$ cat config.mk
export PLATFORM = sky130hd
export DESIGN_NAME = uart_frame_rx_flat
export DESIGN_NICKNAME = d
export VERILOG_FILES = /design/src/rtl/uart_frame_rx_if.sv /design/src/rtl/uart_frame_rx.sv /design/src/flat_wrapper.sv
export SDC_FILE = /design/constraint.sdc
export NUM_CORES = 1
export LEC_CHECK = 0
export CAP_MARGIN = 10
export CORE_MARGIN = 2
export CORE_UTILIZATION = 48
export CTS_CLUSTER_DIAMETER = 200
export DETAILED_ROUTE_END_ITERATION = 8
export DONT_BUFFER_PORTS = 1
export HOLD_SLACK_MARGIN = 0.02
export PLACE_DENSITY = 0.75
export SYNTH_ARGS = -nofsm -noshare
export SYNTH_HDL_FRONTEND = slang
export SYNTH_SLANG_ARGS = --single-unit
$ cat constraint.sdc
create_clock -name clk -period 4 [get_ports clk]
set_input_delay 1 -clock clk [delete_from_list [all_inputs] [get_ports clk]]
set_output_delay 1 -clock clk [all_outputs]
set_load 0.05 [all_outputs]
$ cat src/rtl/uart_frame_rx_if.sv
// -----------------------------------------------------------------------------
// uart_frame_rx_if
// Byte stream carrying unstuffed frame payload from the UART frame receiver to
// its consumer.
//   m_data  : payload byte (source -> sink)
//   m_valid : m_data holds a byte (source -> sink)
//   m_last  : current byte is the final byte of the frame (source -> sink)
//   m_ready : sink accepts the byte when m_valid and m_ready are both high
// -----------------------------------------------------------------------------
interface uart_frame_rx_if;
    logic [7:0] m_data;
    logic       m_valid;
    logic       m_last;
    logic       m_ready;

    modport master (
        output m_data,
        output m_valid,
        output m_last,
        input  m_ready
    );

    modport slave (
        input  m_data,
        input  m_valid,
        input  m_last,
        output m_ready
    );
endinterface

$ cat src/rtl/uart_frame_rx.sv
// -----------------------------------------------------------------------------
// uart_frame_rx
// UART (8N1, LSB first) receiver with SOM/EOM frame parsing, ESC byte
// unstuffing and a store-and-forward payload buffer. Only complete frames are
// streamed out; malformed, overlong or empty frames produce no output.
//
// Ports
//   clk          : system clock, single domain
//   rst_n        : synchronous reset, ACTIVE HIGH (name is historical)
//   uart_rx      : asynchronous serial input, idles high
//   m            : payload stream (uart_frame_rx_if.master)
//   frame_len    : length of the frame being streamed, held until next frame
//   frame_done   : 1-cycle pulse when a valid frame has been captured
//   err_framing  : 1-cycle pulse when a stop bit is sampled low
//   err_overflow : 1-cycle pulse when a frame exceeds MAX_LEN payload bytes
//   err_dropped  : 1-cycle pulse when a byte arrives while the buffer drains
//   busy         : high while a frame is being received or drained
// -----------------------------------------------------------------------------
module uart_frame_rx #(
    parameter int         CLK_FREQ  = 27_000_000,
    parameter int         BAUD_RATE = 115_200,
    parameter int         MAX_LEN   = 64,
    parameter logic [7:0] SOM       = 8'h01,
    parameter logic [7:0] EOM       = 8'hFF,
    parameter logic [7:0] ESC       = 8'h7D
) (
    input  logic                         clk,
    input  logic                         rst_n,
    input  logic                         uart_rx,
    uart_frame_rx_if.master              m,
    output logic [$clog2(MAX_LEN+1)-1:0] frame_len,
    output logic                         frame_done,
    output logic                         err_framing,
    output logic                         err_overflow,
    output logic                         err_dropped,
    output logic                         busy
);

    localparam int CLKS_PER_BIT = CLK_FREQ / BAUD_RATE;
    localparam int HALF_BIT     = CLKS_PER_BIT / 2;
    localparam int CW           = $clog2(CLKS_PER_BIT + 1);
    localparam int PW           = $clog2(MAX_LEN);
    localparam int CNT_W        = PW + 1;
    localparam int LW           = $clog2(MAX_LEN + 1);

    localparam logic [CW-1:0]    BIT_LAST  = CW'(CLKS_PER_BIT - 1);
    localparam logic [CW-1:0]    HALF_LAST = CW'(HALF_BIT - 1);
    localparam logic [CNT_W-1:0] CNT_MAX   = CNT_W'(MAX_LEN);
    localparam logic [7:0]       UNSTUFF   = 8'h20;

    typedef enum logic [2:0] {
        R_IDLE  = 3'd0,
        R_START = 3'd1,
        R_DATA  = 3'd2,
        R_STOP  = 3'd3,
        R_WAIT  = 3'd4
    } rx_state_t;

    typedef enum logic [1:0] {
        P_HUNT  = 2'd0,
        P_BODY  = 2'd1,
        P_ESC   = 2'd2,
        P_DRAIN = 2'd3
    } p_state_t;

    // ---------------- bit engine state ----------------
    logic            r_sync1;
    logic            r_sync2;
    rx_state_t       r_rx_state;
    logic [CW-1:0]   r_clk_cnt;
    logic [2:0]      r_bit_idx;
    logic [7:0]      r_shift;
    logic            r_byte_stb;
    logic [7:0]      r_byte;
    logic            r_frm_err;

    // ---------------- parser / buffer state ----------------
    p_state_t        r_p_state;
    logic [CNT_W-1:0] r_count;
    logic [PW-1:0]   r_rd_ptr;
    logic [LW-1:0]   r_frame_len;
    logic            r_frame_done;
    logic            r_err_ovf;
    logic            r_err_drop;
    logic            r_busy;
    logic [7:0]      r_m_data;
    logic            r_m_valid;
    logic            r_m_last;
    logic [7:0]      r_mem [MAX_LEN];

    logic            w_rx;
    logic            w_is_som;
    logic            w_is_eom;
    logic            w_is_esc;
    logic            w_full;
    logic            w_wr_en;
    logic [7:0]      w_wr_data;
    logic [PW-1:0]   w_wr_addr;
    logic [7:0]      w_rd_byte;
    logic            w_rd_last;
    logic            w_hs;

    assign w_rx      = r_sync2;
    assign w_is_som  = (r_byte == SOM);
    assign w_is_eom  = (r_byte == EOM);
    assign w_is_esc  = (r_byte == ESC);
    assign w_full    = (r_count == CNT_MAX);
    assign w_wr_addr = r_count[PW-1:0];
    assign w_rd_byte = r_mem[r_rd_ptr];
    // The byte being loaded at r_rd_ptr is the last one when ptr+1 == length.
    assign w_rd_last = ((LW'(r_rd_ptr) + LW'(1)) == r_frame_len);
    assign w_hs      = r_m_valid & m.m_ready;

    // Two-flop synchroniser for the asynchronous serial line (idle high).
    always_ff @(posedge clk) begin
        if (rst_n) begin
            r_sync1 <= 1'b1;
            r_sync2 <= 1'b1;
        end else begin
            r_sync1 <= uart_rx;
            r_sync2 <= r_sync1;
        end
    end

    // Bit engine: start detection, mid-bit sampling, stop check, byte strobe.
    always_ff @(posedge clk) begin
        if (rst_n) begin
            r_rx_state <= R_IDLE;
            r_clk_cnt  <= '0;
            r_bit_idx  <= 3'd0;
            r_shift    <= 8'h00;
            r_byte_stb <= 1'b0;
            r_byte     <= 8'h00;
            r_frm_err  <= 1'b0;
        end else begin
            r_byte_stb <= 1'b0;
            r_frm_err  <= 1'b0;
            case (r_rx_state)
                R_IDLE: begin
                    r_clk_cnt <= '0;
                    if (!w_rx) begin
                        r_rx_state <= R_START;
                    end
                end
                R_START: begin
                    // Re-check the start bit half a bit later to reject glitches.
                    if (r_clk_cnt == HALF_LAST) begin
                        r_clk_cnt <= '0;
                        r_bit_idx <= 3'd0;
                        r_rx_state <= w_rx ? R_IDLE : R_DATA;
                    end else begin
                        r_clk_cnt <= r_clk_cnt + CW'(1);
                    end
                end
                R_DATA: begin
                    if (r_clk_cnt == BIT_LAST) begin
                        r_clk_cnt <= '0;
                        r_shift   <= {w_rx, r_shift[7:1]};
                        r_bit_idx <= r_bit_idx + 3'd1;
                        if (r_bit_idx == 3'd7) begin
                            r_rx_state <= R_STOP;
                        end
                    end else begin
                        r_clk_cnt <= r_clk_cnt + CW'(1);
                    end
                end
                R_STOP: begin
                    if (r_clk_cnt == BIT_LAST) begin
                        r_clk_cnt <= '0;
                        if (w_rx) begin
                            r_byte_stb <= 1'b1;
                            r_byte     <= r_shift;
                            r_rx_state <= R_IDLE;
                        end else begin
                            // A low stop bit may be a break; wait for idle line.
                            r_frm_err  <= 1'b1;
                            r_rx_state <= R_WAIT;
                        end
                    end else begin
                        r_clk_cnt <= r_clk_cnt + CW'(1);
                    end
                end
                R_WAIT: begin
                    r_clk_cnt <= '0;
                    if (w_rx) begin
                        r_rx_state <= R_IDLE;
                    end
                end
                default: begin
                    r_rx_state <= R_IDLE;
                    r_clk_cnt  <= '0;
                end
            endcase
        end
    end

    // Buffer write decode: plain payload bytes in P_BODY, unstuffed byte in P_ESC.
    always_comb begin
        w_wr_en   = 1'b0;
        w_wr_data = r_byte;
        if (r_byte_stb && !w_full) begin
            case (r_p_state)
                P_BODY: begin
                    w_wr_en = !(w_is_som || w_is_eom || w_is_esc);
                end
                P_ESC: begin
                    w_wr_en   = 1'b1;
                    w_wr_data = r_byte ^ UNSTUFF;
                end
                default: begin
                    w_wr_en = 1'b0;
                end
            endcase
        end else begin
            w_wr_en = 1'b0;
        end
    end

    // Payload buffer write port; contents are only read after being written.
    always_ff @(posedge clk) begin
        if (w_wr_en) begin
            r_mem[w_wr_addr] <= w_wr_data;
        end
    end

    // Frame parser and drain engine with registered stream/status outputs.
    always_ff @(posedge clk) begin
        if (rst_n) begin
            r_p_state    <= P_HUNT;
            r_count      <= '0;
            r_rd_ptr     <= '0;
            r_frame_len  <= '0;
            r_frame_done <= 1'b0;
            r_err_ovf    <= 1'b0;
            r_err_drop   <= 1'b0;
            r_busy       <= 1'b0;
            r_m_data     <= 8'h00;
            r_m_valid    <= 1'b0;
            r_m_last     <= 1'b0;
        end else begin
            r_frame_done <= 1'b0;
            r_err_ovf    <= 1'b0;
            r_err_drop   <= 1'b0;
            case (r_p_state)
                P_HUNT: begin
                    if (r_byte_stb && w_is_som) begin
                        r_p_state <= P_BODY;
                        r_count   <= '0;
                        r_busy    <= 1'b1;
                    end
                end
                P_BODY: begin
                    if (r_frm_err) begin
                        r_p_state <= P_HUNT;
                        r_busy    <= 1'b0;
                    end else if (r_byte_stb) begin
                        if (w_is_som) begin
                            r_count <= '0;
                        end else if (w_is_eom) begin
                            if (r_count == '0) begin
                                r_p_state <= P_HUNT;
                                r_busy    <= 1'b0;
                            end else begin
                                r_frame_len  <= LW'(r_count);
                                r_frame_done <= 1'b1;
                                r_rd_ptr     <= '0;
                                r_p_state    <= P_DRAIN;
                            end
                        end else if (w_is_esc) begin
                            r_p_state <= P_ESC;
                        end else if (w_full) begin
                            r_err_ovf <= 1'b1;
                            r_p_state <= P_HUNT;
                            r_busy    <= 1'b0;
                        end else begin
                            r_count <= r_count + CNT_W'(1);
                        end
                    end
                end
                P_ESC: begin
                    if (r_frm_err) begin
                        r_p_state <= P_HUNT;
                        r_busy    <= 1'b0;
                    end else if (r_byte_stb) begin
                        if (w_full) begin
                            r_err_ovf <= 1'b1;
                            r_p_state <= P_HUNT;
                            r_busy    <= 1'b0;
                        end else begin
                            r_count   <= r_count + CNT_W'(1);
                            r_p_state <= P_BODY;
                        end
                    end
                end
                P_DRAIN: begin
                    // The buffer is not double-buffered: anything arriving now is lost.
                    if (r_byte_stb) begin
                        r_err_drop <= 1'b1;
                    end
                    if (!r_m_valid) begin
                        // First cycle of the drain: present buffer[0].
                        r_m_data  <= w_rd_byte;
                        r_m_valid <= 1'b1;
                        r_m_last  <= w_rd_last;
                        r_rd_ptr  <= r_rd_ptr + PW'(1);
                    end else if (w_hs) begin
                        if (r_m_last) begin
                            r_m_valid <= 1'b0;
                            r_m_last  <= 1'b0;
                            r_p_state <= P_HUNT;
                            r_busy    <= 1'b0;
                        end else begin
                            r_m_data <= w_rd_byte;
                            r_m_last <= w_rd_last;
                            r_rd_ptr <= r_rd_ptr + PW'(1);
                        end
                    end
                end
                default: begin
                    r_p_state <= P_HUNT;
                    r_busy    <= 1'b0;
                end
            endcase
        end
    end

    assign m.m_data     = r_m_data;
    assign m.m_valid    = r_m_valid;
    assign m.m_last     = r_m_last;
    assign frame_len    = r_frame_len;
    assign frame_done   = r_frame_done;
    assign err_framing  = r_frm_err;
    assign err_overflow = r_err_ovf;
    assign err_dropped  = r_err_drop;
    assign busy         = r_busy;

endmodule
$ cat src/flat_wrapper.sv
// flat-port wrapper written by rule: the top's interface ports become plain ports
module uart_frame_rx_flat 
#(
    parameter int         CLK_FREQ  = 27_000_000,
    parameter int         BAUD_RATE = 115_200,
    parameter int         MAX_LEN   = 64,
    parameter logic [7:0] SOM       = 8'h01,
    parameter logic [7:0] EOM       = 8'hFF,
    parameter logic [7:0] ESC       = 8'h7D
)
  (clk, rst_n, uart_rx, frame_len, frame_done, err_framing, err_overflow, err_dropped, busy, m_m_data, m_m_valid, m_m_last, m_m_ready);
  uart_frame_rx_if m_i ();
  input  logic clk;
  input  logic rst_n;
  input  logic uart_rx;
  output logic [$clog2(MAX_LEN+1)-1:0] frame_len;
  output logic frame_done;
  output logic err_framing;
  output logic err_overflow;
  output logic err_dropped;
  output logic busy;
  output wire logic [$bits(m_i.m_data)-1:0] m_m_data;
  output wire logic [$bits(m_i.m_valid)-1:0] m_m_valid;
  output wire logic [$bits(m_i.m_last)-1:0] m_m_last;
  input wire logic [$bits(m_i.m_ready)-1:0] m_m_ready;
  assign m_m_data = m_i.m_data;
  assign m_m_valid = m_i.m_valid;
  assign m_m_last = m_i.m_last;
  assign m_i.m_ready = m_m_ready;
  uart_frame_rx #(.CLK_FREQ(CLK_FREQ), .BAUD_RATE(BAUD_RATE), .MAX_LEN(MAX_LEN), .SOM(SOM), .EOM(EOM), .ESC(ESC)) u_core (.clk(clk), .rst_n(rst_n), .uart_rx(uart_rx), .m(m_i), .frame_len(frame_len), .frame_done(frame_done), .err_framing(err_framing), .err_overflow(err_overflow), .err_dropped(err_dropped), .busy(busy));
endmodule
After elaboration in Yosys (flattened, before gate mapping)
Memory sizes are Yosys's and may differ from the RTL's. A register that Yosys moved wholly into a read port is not among the register bits.
Cells that the tools add are included.

cells by class
  equality and inequality tests = 44
  muxes and demuxes = 93
  reductions and logical operators = 27
  bitwise gates (word level) = 11
  $add $sub $neg = 5

operators with widths
  cell                   count
  $mux W6                12
  $mux W7                9
  $mux W8                5
  $mux W1                35
  $mux W2                14
  $mux W3                9
  $ne A2 B1 Y1 const B   12
  $reduce_and A8 Y1      3
  $pmux W7 S3            1
  $eq A8 B7 Y1 const B   2
  $eq A8 B8 Y1 const B   2
  $pmux W8 S2            1
  $pmux W3 S5            1
  $ne A2 B2 Y1 const B   7
  $pmux W6 S2            1
  $reduce_and A6 Y1      2
  $not A1 Y1             10
  $ne A3 B2 Y1 const B   3
  $reduce_and A3 Y1      3
  $reduce_and A9 Y1      1
  $add A8 B1 Y8 const B  1
  $eq A8 B1 Y1 const B   1
  $pmux W2 S4            1
  $add A6 B1 Y7 const B  1
  other kinds (31)       43

storage, ports and cells
  memories = 1
  RAM bits = 512
  register bits = 70

memory list
  name          depth  width  read ports  clocked after Yosys merged registers in  write ports  line                 text
  u_core.r_mem  64     8      1           1                                        1            uart_frame_rx.sv:89  logic [7:0] r_mem [MAX_LEN];

Longest topological paths before layout
Gate-level depths: netlist (run 1).

  depth in word-level cells = 9
  mapped depth = 9
  gate-level depth less buffers = 8

Worst setup path after synthesis (run 1)
Ideal clock, no wire load.

  kind = register -> register
  start point = register u_core.r_count[2]
  end point = memory u_core.r_mem[0][5] (data pin)
  path buffers = 0
  stages on the path, launching flop included = 5
  setup slack = 547 ps
  required time = 3464 ps
  setup time = 536 ps
  data arrival time = 2918 ps
  path through = dfxtp_1 > nor4_1 > nand3_1 > and3_1 > xor2_1

on the way
  word-level cells in the longest chain between the ends = 4

RTL lines
  what                     line                  text
  from (decl)              uart_frame_rx.sv:79   logic [CNT_W-1:0] r_count;
  from (signal assigned)   uart_frame_rx.sv:276  r_count <= r_count + CNT_W'(1);
  from (signal assigned)   uart_frame_rx.sv:290  r_count <= r_count + CNT_W'(1);
  $eq A7 B7 Y1             uart_frame_rx.sv:107  assign w_full = (r_count == CNT_MAX);
  $logic_not A1 Y1         uart_frame_rx.sv:201  if (r_byte_stb && !w_full) begin
  $logic_and A1 B1 Y1      uart_frame_rx.sv:201
  $mux W6                  uart_frame_rx.sv:201
  via u_core.w_wr_data[5]  uart_frame_rx.sv:97   logic [7:0] w_wr_data;
  to (decl)                uart_frame_rx.sv:89

The timed path passes the listed nets, and every way through them passes these cells.

Worst setup path after layout (run 1)
  start point = register u_core.r_count[0]
  end point = memory u_core.r_mem[7][0] (enable)

on the way
  word-level cells in the longest chain between the ends = 6

RTL lines
  what                           line                  text
  $eq A7 B7 Y1                   uart_frame_rx.sv:107
  $logic_not A1 Y1               uart_frame_rx.sv:201
  $logic_and A1 B1 Y1            uart_frame_rx.sv:201
  $mux W1                        uart_frame_rx.sv:201
  $mux W1                        uart_frame_rx.sv:221  if (w_wr_en) begin
  $mux W1 (not written as such)  uart_frame_rx.sv:222  r_mem[w_wr_addr] <= w_wr_data;

Several ways; a longest one is shown, not always the timed one.

==> flow_summary.rst, run 1 <==
.. list-table::
   :header-rows: 1

   * - Metric
     - Value
   * - Run status
     - finished, final reports clean
   * - Setup slack of the most critical reg-to-reg path
     - slightly above 0.6 ns
   * - Setup CP Type
     - register to register
   * - Max H-tree Level
     - 2
   * - Layout Cell Area excl Fill
     - 0.0262 mm²
   * - Resize count post-CTS
     - 0
   * - Seq/Total Area, Yosys
     - roughly 70%
   * - Cell area after technology mapping
     - 0.0235 mm²
   * - Reg2Reg Launch Point
     - u_core.r_count[0]
   * - Category of the worst setup path capture point
     - register
   * - Launch point of the critical path
     - u_core.r_count[0]
   * - Synthesized net count
     - 1466
   * - Final Critical Period
     - 3.39 ns
   * - Share of synthesized registers carrying an async set or reset
     - 0%
   * - Remaining max-slew budget at the tightest pin
     - approximately 23%
   * - Number of design-rule violations left by the first detailed-router iteration
     - between 1000 and 1500
   * - I/O pin total
     - 26
   * - First-pass GRT wire length
     - ~80000 µm
   * - Buffers from clock root to sink, at most
     - 3
   * - Maximum single-stage delay on the critical path
     - a little under 0.7 ns
   * - Synth Warn #
     - 0
   * - All-layer global routing usage
     - a little over a fifth
   * - Top FF cell, synth
     - sky130_fd_sc_hd__edfxtp_1
   * - Setup Buffers After CTS
     - 0
   * - Flop and latch count out of synthesis
     - approximately 590
   * - Worst setup path endpoint
     - u_core.r_mem[7][0]
   * - CTS tree
     - done
   * - Leading cell types by count after synthesis
     - sky130_fd_sc_hd__edfxtp_1 (512), sky130_fd_sc_hd__mux2i_1 (141), sky130_fd_sc_hd__nor2_1 (114)
   * - Max-capacitance violation count
     - 0
   * - Number of iterations in the first detailed-routing pass
     - 7
   * - Die Wd
     - approximately 230 µm
   * - Y dimension of the die
     - between 200 and 250 µm
   * - Die Area
     - between 0.05 and 0.06 mm²
   * - Max Fanout on Critical Path
     - 8
   * - Largest area contributor in the netlist
     - sky130_fd_sc_hd__edfxtp_1
   * - Worst-margin pin slew
     - about 1.2 ns
   * - Synth top area share
     - roughly 66%
   * - Area growth syn-to-layout
     - 11.5%
   * - Residual DRC
     - 0
   * - Worst endpoint data arrival time
     - 3.64 ns
   * - Placeable core region
     - between 0.04 and 0.05 mm²
   * - Leading cell types by total area after synthesis
     - sky130_fd_sc_hd__edfxtp_1 (66%), sky130_fd_sc_hd__dfxtp_1 (6.5%), sky130_fd_sc_hd__mux4_2 (6.1%), sky130_fd_sc_hd__mux2i_1 (6.0%), sky130_fd_sc_hd__a22oi_1 (2.2%)
   * - Post-detailed-route wirelength per cell
     - approximately 25 µm
   * - Last weighted congestion value of the routability-driven placer
     - 0.862
   * - Number of vias in the routed layout
     - approximately 13000
   * - Synth cell types
     - 60
   * - Unrepaired setup endpoints after global routing
     - false
   * - Worst-case clock skew
     - between 0.015 and 0.02 ns
   * - Placed Area
     - ~0.024 mm²
   * - Final TNS setup
     - 0 ns
   * - Detailed-route vias per instance
     - approximately 6.1
   * - Clk sink count
     - 588
   * - Layout net count
     - ~1500
   * - Most numerous cell on the critical path
     - sky130_fd_sc_hd__nand2_1
   * - Fraction of final layout cells with drive strength greater than 1
     - 14.0%
   * - Number of buffer cells added on primary ports
     - 0
   * - Worst Hold Class
     - register to register
   * - Clock edge transition at the registers on the reported setup and hold paths
     - ~0.060 ns
   * - Leakage power figure
     - roughly 0.008 µW
   * - Row count
     - between 80 and 90
   * - Number of buffers inserted by hold repair at cts
     - 0
   * - Worst-Skew Late Latency
     - approximately 0.63 ns
   * - Max Freq
     - 295 MHz
   * - Final routed wirelength across all metal layers
     - approximately 52000 µm
   * - Initial antenna violation count
     - 1
   * - Post-route fraction of the period consumed by the critical path
     - between 80 and 90%
   * - Critical Path, Cell by Cell
     - inv_1 > ha_1 > nand3_1 > nand2_1 > nor4_1 > nand2_1 > nor2_1
   * - Kind of start point of the critical path
     - register
   * - Largest net degree at the start of global routing
     - between 60 and 70
   * - Library cell with the highest instance count after synthesis
     - sky130_fd_sc_hd__edfxtp_1
   * - Power per cell area
     - ~460 mW/mm²
   * - WP data required
     - 4.24 ns
   * - Sum of net half-perimeters after detailed placement
     - approximately 33000 µm
   * - Post-synth EDFFs
     - around 510
   * - Starting Density
     - 48.2%
   * - VDD IR max
     - between 300 and 400 µV
   * - Master of the slowest instance on the critical path
     - sky130_fd_sc_hd__nor2_1
   * - Residual overflow from global routing
     - 0
   * - Root buffer selected by CTS
     - sky130_fd_sc_hd__clkbuf_16
   * - Final worst hold slack
     - approximately 0.42 ns
   * - Count of cells along the worst register-to-register path
     - 7
   * - Synthesized instance count
     - ~1400
   * - Mean instance size in the synthesized netlist
     - ~16 µm²
   * - Number of setup violations in the final report
     - 0
   * - Worst reg2reg path endpoint
     - u_core.r_mem[7][0]
   * - Final max-slew violation count
     - 0
   * - Number of CTS-inserted buffers
     - 57
   * - Count of nets left with antenna violations after detail routing
     - 0
   * - Hold Fails Final Rpt
     - 0
   * - Via count of the first global-routing pass
     - ~13000
==> cell type report <==
cell class,instances,area (µm²)
Antenna cell,1,2.50
Inverter,46,173
Sequential cell,588,16900
Clock inverter,34,459
Timing Repair Buffer,35,300
Fill cell,3752,22500
Multi-Input combinational cell,739,6060
Clock buffer,66,1480
Tap cell,622,778
==> cell families after synthesis <==
| group | after synthesis | synth area share [%] |
|---|---|---|
| multiplexers | 205 | 12.2 |
| adder cells (fa/ha/maj) | 13 | 0.693 |
| flip-flops | 588 | 72.0 |
| XOR/XNOR | 19 | 0.709 |
| AND/OR/NAND/NOR | 314 | 6.71 |
| AO/OA/AOI/OAI | 188 | 5.46 |
| buffers and inverters | 122 | 2.27 |
==> layout by cell type (no fill, tap or decap), types with 10 or more instances in the layout <==
cell,instances
sky130_fd_sc_hd__buf_4,32
sky130_fd_sc_hd__and3_1,10
sky130_fd_sc_hd__mux2i_1,141
sky130_fd_sc_hd__nor3b_1,14
sky130_fd_sc_hd__o21ai_0,15
sky130_fd_sc_hd__a31oi_1,17
sky130_fd_sc_hd__mux4_2,64
sky130_fd_sc_hd__dfxtp_1,67
sky130_fd_sc_hd__inv_1,46
sky130_fd_sc_hd__nand3_1,53
sky130_fd_sc_hd__ha_1,13
sky130_fd_sc_hd__edfxtp_1,512
sky130_fd_sc_hd__nand2_1,45
sky130_fd_sc_hd__clkbuf_16,58
sky130_fd_sc_hd__nor2b_1,20
sky130_fd_sc_hd__clkinv_2,10
sky130_fd_sc_hd__bufinv_16,10
sky130_fd_sc_hd__a21oi_1,42
sky130_fd_sc_hd__o22ai_1,16
sky130_fd_sc_hd__nor2_1,114
sky130_fd_sc_hd__xnor2_1,10
sky130_fd_sc_hd__a22oi_1,70
==> state kept, by name (all words and copies together) (netlist names), 2 cells and up, named ones only <==
signal             cells
u_core.r_rd_ptr        6
u_core.r_mem         512
u_core.frame_len       7
u_core.r_clk_cnt       8
u_core.r_shift         8
u_core.r_bit_idx       3
u_core.r_byte          8
u_core.m.m_data        8
u_core.r_p_state       2
u_core.r_count         7
u_core.r_rx_state      3
==> critical path: cells and delay by family, from the launching register on <==
kind	cells	cell delay, ns
simple gates	5	2.16
flops	1	0.42
fa+ha+maj	1	0.28
buf+inv	1	0.15
==> worst min path at each step <==
stage | startpoint | endpoint | slack (ns) | depth (start not counted)
after floorplan | u_core.r_sync1 | u_core.r_sync2 | 0.39 | 1
after global placement | u_core.r_sync1 | u_core.r_sync2 | 0.40 | 1
after detailed placement | u_core.r_sync1 | u_core.r_sync2 | 0.40 | 1
after CTS | rst_n | u_core.r_byte[6] | 0.42 | 1
after global routing | rst_n | u_core.r_bit_idx[2] | 0.43 | 1
final | u_core.r_sync1 | u_core.r_sync2 | 0.42 | 1
==> power breakdown <==
part	internal, µW	switching, µW
sequential	6570	8.59
combinational	19.1	29.1
clock	3300	2230
==> per-stage QoR <==
stage,worst slack (ns),instances,power (µW),utilization (%)
detailed placement,0.599,2029,6760,49.8
floorplan,0.547,1449,6750,-
global placement,0.785,2029,6750,49.8
finish,0.605,2131,12200,53.8
CTS,0.592,2129,12200,53.8
global route,0.315,2130,12500,53.8
==> routing by layer <==
layer,share of wire [%],wire length [µm],GRT usage (%),up-vias
li1,-,-,-,5675
met1,40,21100,28.3,6452
met2,47,24600,33.6,645
met3,9.1,4760,5.16,121
met4,3.4,1790,8.03,0
met5,0,0,0,-
(Power assumes the default switching activity.)
==> run 2: changes to the inputs <==
Clock period 4 ns to 3.15 ns, I/O delays scaled along.
==> run 2 against run 1 <==
  * Register-to-register slack worse by 0.31 ns
  * Design area up 1.7%
  * Wire length fell by 0.65%
  * Hold slack worse by 0.16 ns
  * Global-route usage shrank 0.36 points
  * Critical path depth is 1 higher
  * Critical endpoint is now u_core.r_mem[46][7]
  * Largest cell class unchanged
==> flow_summary.rst, run 2 (synthesized netlist as in run 1, its figures left out) <==
.. list-table::
   :header-rows: 1

   * - Metric
     - Value
   * - Max Fanout on Critical Path
     - 8 (unchanged)
   * - Last weighted congestion value of the routability-driven placer
     - 0.882 (+2.4%)
   * - Remaining max-slew budget at the tightest pin
     - 48.5% (+26 points)
   * - Final Critical Period
     - 2.86 ns (-0.536 ns)
   * - Commonest cells after routing, fill and taps aside
     - sky130_fd_sc_hd__edfxtp_1 (512), sky130_fd_sc_hd__mux2i_1 (141), sky130_fd_sc_hd__nor2_1 (114)
   * - Worst-case clock skew
     - 0.0193 ns (+0.000679 ns)
   * - Critical Path, Cell by Cell
     - inv_1 > ha_1 > nand3_1 > nand2_1 > nor4b_4 > nand2_1 > nor2_1 > buf_4
   * - Area growth syn-to-layout
     - 13.4%
   * - Number of vias in the routed layout
     - 13100 (+1.3%)
   * - Category of the worst setup path capture point
     - register
   * - Maximum single-stage delay on the critical path
     - 0.46 ns (-0.22 ns)
   * - Final routed wirelength across all metal layers
     - 51900 µm (-0.65%)
   * - Unrepaired setup endpoints after global routing
     - false
   * - Master of the slowest instance on the critical path
     - sky130_fd_sc_hd__nor4b_4
   * - Hold Fails Final Rpt
     - 0 (unchanged)
   * - Leakage power figure
     - 0.00849 µW (+4.3%)
   * - I/O pin total
     - 26 (unchanged)
   * - Placeable core region
     - 0.0486 mm² (unchanged)
   * - Number of design-rule violations left by the first detailed-router iteration
     - 1536 (+3.6%)
   * - Post-Route M1 WL
     - 20700 µm (-1.5%)
   * - Max H-tree Level
     - 2 (unchanged)
   * - First-pass GRT wire length
     - 79100 µm (-0.53%)
   * - Detailed-route vias per instance
     - 5.93 (-2.0%)
   * - Final worst hold slack
     - 0.260 ns (-0.161 ns)
   * - WP data required
     - 3.45 ns (-0.79 ns)
   * - Final max-slew violation count
     - 0 (unchanged)
   * - Layout net count
     - 1551 (+4.5%)
   * - Setup slack of the most critical reg-to-reg path
     - 0.29 ns (-0.31 ns)
   * - CTS tree
     - done
   * - Met2 Wirelength
     - 25100 µm (+2.0%)
   * - Y dimension of the die
     - 225 µm (unchanged)
   * - Worst-margin pin slew
     - 0.771 ns (-0.384 ns)
   * - Row count
     - 81 (unchanged)
   * - Run status
     - finished, final reports clean
   * - Starting Density
     - 48.2% (unchanged)
   * - Residual DRC
     - 0 (unchanged)
   * - Register name with the most flops
     - u_core.r_mem
   * - Number of CTS-inserted buffers
     - 56 (-1.8%)
   * - Most common library cell in the layout ignoring fill and taps
     - sky130_fd_sc_hd__edfxtp_1
   * - Number of buffer cells added on primary ports
     - 0 (unchanged)
   * - Post-detailed-route wirelength per cell
     - 23.6 µm (-3.9%)
   * - Flip-flop count of the largest register after layout
     - 512 (unchanged)
   * - Clk sink count
     - 588 (unchanged)
   * - Power per cell area
     - 563 mW/mm² (+21%)
   * - Root buffer selected by CTS
     - sky130_fd_sc_hd__clkbuf_16
   * - Worst-Skew Late Latency
     - 0.60 ns (-0.03 ns)
   * - Post-placement setup slack
     - 0.199 ns (-0.399 ns)
   * - Residual overflow from global routing
     - 0 (unchanged)
   * - Kind of start point of the critical path
     - register
   * - Buffers from clock root to sink, at most
     - 3 (unchanged)
   * - Most numerous cell on the critical path
     - sky130_fd_sc_hd__nand2_1
   * - Largest net degree at the start of global routing
     - 68 (unchanged)
   * - Clock edge transition at the registers on the reported setup and hold paths
     - 0.06 ns (about the same)
   * - Worst Hold Class
     - input pin to register
   * - Post-route fraction of the period consumed by the critical path
     - 90.8% (+5.9 points)
   * - Ant diodes
     - 0 (-1)
   * - Sum of net half-perimeters after detailed placement
     - 32300 µm (-2.3%)
   * - Length of routed met3 wiring
     - 4810 µm (+1.0%)
   * - Number of setup violations in the final report
     - 0 (unchanged)
   * - Setup CP Type
     - register to register
   * - Number of iterations in the first detailed-routing pass
     - 6 (-1)
   * - Die Area
     - 0.0507 mm² (unchanged)
   * - Worst endpoint data arrival time
     - 3.15 ns (-0.49 ns)
   * - Max Freq
     - 350 MHz (+19%)
   * - Worst Slack Setup Final
     - 0.291 ns (-0.314 ns)
   * - Highest metal layer with signal wires
     - met5
   * - All-layer global routing usage
     - 20.7% (-0.36 points)
   * - Die Wd
     - 225 µm (unchanged)
   * - Initial antenna violation count
     - 1 (unchanged)
   * - Setup Buffers After CTS
     - 0 (unchanged)
   * - Via count of the first global-routing pass
     - 13100 (+0.35%)
   * - Fraction of final layout cells with drive strength greater than 1
     - 17.9% (+3.9 points)
   * - VDD IR max
     - 386 µV (+13%)
   * - Count of nets left with antenna violations after detail routing
     - 0 (unchanged)
   * - Final TNS setup
     - 0 ns (unchanged)
   * - Max-capacitance violation count
     - 0 (unchanged)
==> run 2: cell types whose count changed in the layout (fill, tap and decap cells not counted), sizes merged <==
cell      previous run  this run
bufinv              10         3
inv                 49        50
buf                 35       102
clkinv              17        26
clkbuf              66        72
clkinvlp             4         0
diode                1         0
==> run 2: final cells by class <==
class,count,area [µm²]
inverter,46,173
clock buffer,71,1580
tap,622,778
timing repair buffer,103,848
fill,3742,22000
clock inverter,33,239
multi-input combinational,739,6080
sequential,588,16900
==> run 2: final timing paths <==
check / from / end / cells after the start
worst max-delay path: u_core.r_count[1] / u_core.r_mem[46][7] / 8
worst min-delay path: rst_n / u_core.frame_len[4] / 1
worst max register to register: u_core.r_count[1] / u_core.r_mem[46][7] / 8
worst min register to register: u_core.r_sync1 / u_core.r_sync2 / 1
==> run 2: worst max-delay path: cells and delay by family, from the launching register on <==
family / cells / cell delay (ns)
fa+ha+maj: 1 / 0.26
buf+inv: 2 / 0.38
flops: 1 / 0.45
simple gates: 5 / 1.47
==> run 2: stage by stage <==
stage                     std cells  util [%]  total power, µW  instance area (µm²)
after floorplan                1449         -             8580                23500
after global placement         2097      50.9             8580                24800
after detailed placement       2097      50.9             8580                24800
after CTS                      2201      54.7            15100                26600
after global routing           2202      54.7            15400                26600
final                          2202      54.7            15000                26600
==> run 2: layer usage <==
layer | vias to the layer above | GRT usage, %
met3 | 93 | 4.99
li1 | 5813 | -
met5 | - | 0
met1 | 6579 | 28.1
met4 | 2 | 5.55
met2 | 573 | 33.8
==> run 2: timing repair <==
item	4_1_cts	5_1_grt
gates resized for setup	0	3
hold buffers	0	0
endpoints found under the setup margin	0	85
==> run 2: where the power goes <==
group          switching [µW]  internal [µW]
registers                10.6           8340
logic                    37.2           24.3
clock network            2790           3780
total                    2840          12100
